**src/rtl/store_merge_if.sv**
```systemverilog
// Store request bus plus the port to a word-wide data memory with no byte enables.
// The store unit takes the slave side. The requester and the memory take the master side.
interface store_merge_if #(
    parameter int ADDR_W = 10
);
    logic              req_valid;
    logic              req_ready;
    logic [31:0]       req_addr;
    logic [31:0]       req_data;
    logic [1:0]        req_size;
    logic [ADDR_W-1:0] mem_addr;
    logic              mem_rd_en;
    logic [31:0]       mem_rdata;
    logic              mem_wr_en;
    logic [31:0]       mem_wdata;
    logic              done;
    logic              err;

    modport master (
        output req_valid, req_addr, req_data, req_size, mem_rdata,
        input  req_ready, mem_addr, mem_rd_en, mem_wr_en, mem_wdata, done, err
    );

    modport slave (
        input  req_valid, req_addr, req_data, req_size, mem_rdata,
        output req_ready, mem_addr, mem_rd_en, mem_wr_en, mem_wdata, done, err
    );
endinterface

```
**src/rtl/store_merge_unit.sv**
```systemverilog
// Narrows sb/sh/sw store data and merges it into a word-only data memory.
// Sub-word stores use a read-modify-write sequence. Word stores write directly.
module store_merge_unit #(
    parameter int ADDR_W = 10
) (
    input  logic             clk,
    input  logic             reset_n,
    store_merge_if.slave     bus
);
    localparam logic [1:0] SZ_BYTE = 2'b00;
    localparam logic [1:0] SZ_HALF = 2'b01;
    localparam logic [1:0] SZ_WORD = 2'b10;

    typedef enum logic [2:0] {IDLE, RD, MERGE, WR, ERR} state_t;

    state_t            state_reg, state_next;
    logic [ADDR_W-1:0] addr_reg;
    logic [1:0]        off_reg;
    logic [15:0]       lane_data_reg;
    logic              is_byte_reg;
    logic [31:0]       wdata_reg;
    logic [31:0]       merged;
    logic              accept;
    logic              misaligned;
    logic              unused_addr_bits;

    assign unused_addr_bits = ^bus.req_addr[31:ADDR_W+2];

    assign accept = bus.req_valid && (state_reg == IDLE);

    always_comb begin
        misaligned = 1'b0;
        case (bus.req_size)
            SZ_BYTE: misaligned = 1'b0;
            SZ_HALF: misaligned = bus.req_addr[0];
            SZ_WORD: misaligned = (bus.req_addr[1:0] != 2'b00);
            default: misaligned = 1'b1;
        endcase
    end

    always_comb begin
        state_next = state_reg;
        case (state_reg)
            IDLE: begin
                if (accept) begin
                    if (misaligned)                  state_next = ERR;
                    else if (bus.req_size == SZ_WORD) state_next = WR;
                    else                              state_next = RD;
                end
            end
            RD:      state_next = MERGE;
            MERGE:   state_next = WR;
            WR:      state_next = IDLE;
            ERR:     state_next = IDLE;
            default: state_next = IDLE;
        endcase
    end

    // A lane is replaced when it matches the byte offset, or for a half when it is in the addressed half.
    // Odd lanes of a half take the upper byte of the store data.
    genvar gi;
    generate
        for (gi = 0; gi < 4; gi++) begin : g_lane
            localparam logic [1:0] LANE = 2'(gi);
            logic       hit;
            logic [7:0] src;
            assign hit = is_byte_reg ? (off_reg == LANE) : (off_reg[1] == LANE[1]);
            assign src = (is_byte_reg || !LANE[0]) ? lane_data_reg[7:0] : lane_data_reg[15:8];
            assign merged[8*gi +: 8] = hit ? src : bus.mem_rdata[8*gi +: 8];
        end
    endgenerate

    always_ff @(posedge clk or negedge reset_n) begin
        if (!reset_n) begin
            state_reg     <= IDLE;
            addr_reg      <= '0;
            off_reg       <= 2'b00;
            lane_data_reg <= 16'h0000;
            is_byte_reg   <= 1'b0;
            wdata_reg     <= 32'h0000_0000;
        end else begin
            state_reg <= state_next;
            if (accept) begin
                addr_reg      <= bus.req_addr[ADDR_W+1:2];
                off_reg       <= bus.req_addr[1:0];
                lane_data_reg <= bus.req_data[15:0];
                is_byte_reg   <= (bus.req_size == SZ_BYTE);
                if (bus.req_size == SZ_WORD && !misaligned)
                    wdata_reg <= bus.req_data;
            end
            if (state_reg == MERGE)
                wdata_reg <= merged;
        end
    end

    assign bus.req_ready = (state_reg == IDLE);
    assign bus.mem_rd_en = (state_reg == RD);
    assign bus.mem_wr_en = (state_reg == WR);
    assign bus.done      = (state_reg == WR) || (state_reg == ERR);
    assign bus.err       = (state_reg == ERR);
    assign bus.mem_addr  = addr_reg;
    assign bus.mem_wdata = wdata_reg;
endmodule
```
**src/flat_wrapper.sv**
```systemverilog
// flat-port wrapper written by rule: the top's interface ports become plain ports
module store_merge_unit_flat 
#(
    parameter int ADDR_W = 10
)
  (clk, reset_n, bus_req_valid, bus_req_addr, bus_req_data, bus_req_size, bus_mem_rdata, bus_req_ready, bus_mem_addr, bus_mem_rd_en, bus_mem_wr_en, bus_mem_wdata, bus_done, bus_err);
  store_merge_if #(.ADDR_W(ADDR_W)) bus_i ();
  input  logic clk;
  input  logic reset_n;
  input wire logic [$bits(bus_i.req_valid)-1:0] bus_req_valid;
  input wire logic [$bits(bus_i.req_addr)-1:0] bus_req_addr;
  input wire logic [$bits(bus_i.req_data)-1:0] bus_req_data;
  input wire logic [$bits(bus_i.req_size)-1:0] bus_req_size;
  input wire logic [$bits(bus_i.mem_rdata)-1:0] bus_mem_rdata;
  output wire logic [$bits(bus_i.req_ready)-1:0] bus_req_ready;
  output wire logic [$bits(bus_i.mem_addr)-1:0] bus_mem_addr;
  output wire logic [$bits(bus_i.mem_rd_en)-1:0] bus_mem_rd_en;
  output wire logic [$bits(bus_i.mem_wr_en)-1:0] bus_mem_wr_en;
  output wire logic [$bits(bus_i.mem_wdata)-1:0] bus_mem_wdata;
  output wire logic [$bits(bus_i.done)-1:0] bus_done;
  output wire logic [$bits(bus_i.err)-1:0] bus_err;
  assign bus_i.req_valid = bus_req_valid;
  assign bus_i.req_addr = bus_req_addr;
  assign bus_i.req_data = bus_req_data;
  assign bus_i.req_size = bus_req_size;
  assign bus_i.mem_rdata = bus_mem_rdata;
  assign bus_req_ready = bus_i.req_ready;
  assign bus_mem_addr = bus_i.mem_addr;
  assign bus_mem_rd_en = bus_i.mem_rd_en;
  assign bus_mem_wr_en = bus_i.mem_wr_en;
  assign bus_mem_wdata = bus_i.mem_wdata;
  assign bus_done = bus_i.done;
  assign bus_err = bus_i.err;
  store_merge_unit #(.ADDR_W(ADDR_W)) u_core (.clk(clk), .reset_n(reset_n), .bus(bus_i));
endmodule
```
**config.mk**
```make
export PLATFORM = sky130hd
export DESIGN_NAME = store_merge_unit_flat
export DESIGN_NICKNAME = d
export VERILOG_FILES = /design/src/rtl/store_merge_if.sv /design/src/rtl/store_merge_unit.sv /design/src/flat_wrapper.sv
export SDC_FILE = /design/constraint.sdc
export NUM_CORES = 1
export LEC_CHECK = 0
export ABC_AREA = 1
export BUFFER_PORTS_ARGS = -buffer_cell sky130_fd_sc_hd__buf_2
export CORE_MARGIN = 8
export CORE_UTILIZATION = 30
export DETAILED_ROUTE_END_ITERATION = 10
export GPL_TIMING_DRIVEN = 1
export PLACE_DENSITY_LB_ADDON = 0.1
export SYNTH_ARGS = -nofsm -noshare
export SYNTH_HDL_FRONTEND = slang
export SYNTH_SLANG_ARGS = --single-unit
```
**constraint.sdc**
```tcl
create_clock -name clk -period 2 [get_ports clk]
set_input_delay 0.1 -clock clk [delete_from_list [all_inputs] [get_ports clk]]
set_output_delay 0.1 -clock clk [all_outputs]
set_load 0.005 [all_outputs]
```
==> metrics.txt <==
status complete, no violations; Initial Utilization 0.307; worst skew pair latency 330 ps; Pwr Total 0.00706 W; worst-margin pin slew 866 ps; setup slack, reg-to-reg 290 ps; Peak Freq 583 MHz; placed wire-length estimate 8.11 mm; setup TNS 0 ps; Setup crit end u_core.bus.mem_wdata[27]$_DFFE_PN0P_; critical path class register to register; DRC 0; CP delay by family, top simple AND/OR/NAND/NOR gates; slew margin rel. 0.423; Horiz. Die Dim 124 µm; Crit path largest cell delay 420 ps; Leakage 2.63 nW; cell mode on critical path nor2_1; Worst EP arrival 1970 ps; Total GRT Usage 0.154; sequential share of the synthesized area 0.459; row count 39; share of layout cells above drive strength 1 0.260; initial antenna violation count 0; Routed WL 11.4 mm; Net Count, Synth 620; crit-path cells nor2_2 -> nand3_2 -> nand2_2 -> nand2_4 -> clkinv_4 -> nor2_1 -> nor2_1; Die H 124 µm; core box area 11400 µm²; Critical Path Source u_core.state_reg[1]$_DFFE_PN0P_; CP Depth 7; I/O Buffers 127; Inserted Diodes 0; largest net degree at the start of global routing 65; CP bufs+invs 1; worst-path maximum fanout 32; H-tree levels 3; CP Capture Type register; WL per Instance 14.1 µm; Final setup viols 0; Fillers 1242; Hold Crit Class input port to register; Layout Nets 758; CTS root buffer clkbuf_16; RSZ-0062 raised after global routing no; register clock-pin slew on the reported worst setup and hold paths 60 ps; CTS tree built; GR Overflow Total 0; Pwr per Cell Area 1500 nW/µm²; critical-path cell with the highest stage delay dfrtp_1; DRT antenna net count 0; CTS Buf Count 9; RR Startpoint u_core.state_reg[1]$_DFFE_PN0P_; reg-to-reg endpoint u_core.bus.mem_wdata[27]$_DFFE_PN0P_; Placer Congestion 0.798; Avg Cell Area, Syn 6.72 µm²; postcts setup bufs 0; yosys warns 0; period utilization 0.857; Max clock buf depth 2; Final min period 1710 ps; final hold violations 0; routed vias/inst 4.39; P&R area growth vs syn 35.4%; clk sinks 64; vias in the first global route 3607; CP startpoint kind register; Ports 148; Pre-Repair DR Iteration Count 4; Clock Skews 7.30 ps; Max-cap violations 0; Cell Area, Synth 3490 µm²; most common cell after layout, fill and taps aside nand2_1; max reg flops 32; commonest cells after routing, fill and taps aside nand2_1 (233), buf_2 (126), nor2_1 (74); synthesized flop and latch total 64; via count 3535; Synth Instances 519; Reg2Reg Depth 7; Slew Viols, Final 0; Initial DRC Count 124; worst ir drop on vdd 0.578 mV; first-pass GRT wire length 18.2 mm; required time worst endpoint 2260 ps; die area 15300 µm²; Synth cell types 19
==> per-stage QoR <==
step	hold WS [ps]	cell area, µm²	instances	util	worst slack (ps)
floorplan	-196	3490	519	-	649
global placement	285	4260	775	0.375	305
detailed placement	280	4260	775	0.375	249
CTS	0.909	4720	805	0.415	230
global route	14.9	4720	805	0.415	90.2
finish	7.82	4720	805	0.415	286
==> how the worst min path moves through the flow <==
| stage | startpoint | to | slack (ps) | depth (start not counted) |
|---|---|---|---|---|
| 2_1_floorplan | reset_n | u_core.bus.mem_addr[0]$_DFFE_PN0P_ | -200 | 0 |
| 3_3_place_gp | reset_n | u_core.bus.mem_wdata[26]$_DFFE_PN0P_ | 280 | 1 |
| 3_5_place_dp | reset_n | u_core.bus.mem_wdata[26]$_DFFE_PN0P_ | 280 | 1 |
| 4_1_cts | bus_req_data[0] | u_core.lane_data_reg[0]$_DFFE_PN0P_ | 0.9 | 3 |
| 5_1_grt | bus_req_data[6] | u_core.lane_data_reg[6]$_DFFE_PN0P_ | 10 | 3 |
| 6_report | bus_req_data[1] | u_core.lane_data_reg[1]$_DFFE_PN0P_ | 8 | 3 |
==> worst register-to-register path, cell delays in order (launching register included) <==
cell and delay (ps):
dfrtp_1 420, nor2_2 180, nand3_2 210, nand2_2 160, nand2_4 170, clkinv_4 300
nor2_1 90, nor2_1 120
==> cell families (layout without fill, tap and decap cells) <==
| group | Yosys count | after routing | share of synthesized area |
|---|---|---|---|
| AND/OR/NAND/NOR | 341 | 341 | 0.389 |
| flip-flops | 64 | 64 | 0.459 |
| buffers and inverters | 67 | 210 | 0.0840 |
| AO/OA/AOI/OAI | 47 | 47 | 0.0678 |
==> routing by layer <==
metal	track usage	vias to the layer above	wire [µm]
met1	0.205	1581	5180
met2	0.237	97	5180
met5	0	-	0
met3	0.0431	6	952
met4	0.0474	0	80
li1	-	1851	-
==> synth_stat cells <==
| cell | count | share of area |
|---|---|---|
| nand3_2 | 2 | 0.0057 |
| nor2_1 | 74 | 0.080 |
| inv_1 | 39 | 0.042 |
| clkinv_4 | 1 | 0.0025 |
| nand3_1 | 16 | 0.023 |
| clkbuf_1 | 6 | 0.0065 |
| buf_6 | 2 | 0.0065 |
| a21oi_1 | 3 | 0.0043 |
| nand2_2 | 2 | 0.0036 |
| buf_2 | 14 | 0.020 |
| buf_4 | 1 | 0.0022 |
| o22ai_1 | 1 | 0.0018 |
| inv_2 | 4 | 0.0043 |
| dfrtp_1 | 64 | 0.46 |
| o21ai_0 | 43 | 0.062 |
| nor3_1 | 2 | 0.0029 |
| nand2_4 | 1 | 0.0032 |
| nand2_1 | 233 | 0.25 |
| nor2_2 | 11 | 0.020 |
==> power by group <==
group / leakage (nW) / switching, W / internal [W]
Combinational: 1.69 / 0.00200 / 0.00118
Sequential: 0.781 / 0.000323 / 0.00191
Clock: 0.159 / 0.000561 / 0.00110
==> cell type report <==
class                   count  area [µm²]  share of cell area
well taps                 143         179              0.0379
clock buffers              14         284              0.0602
multi-input cells         388        1590               0.337
repair buffers            150         858               0.182
flip-flops and latches     64        1600               0.339
clock inverters             2        35.0             0.00742
inverters                  44         170              0.0361
==> what timing repair did <==
| item | in CTS | in global routing |
|---|---|---|
| gates resized for setup | 0 | 0 |
| hold buffers | 14 | 0 |
| hold endpoints to repair | 77 | 0 |
(Power assumes the default switching activity.)
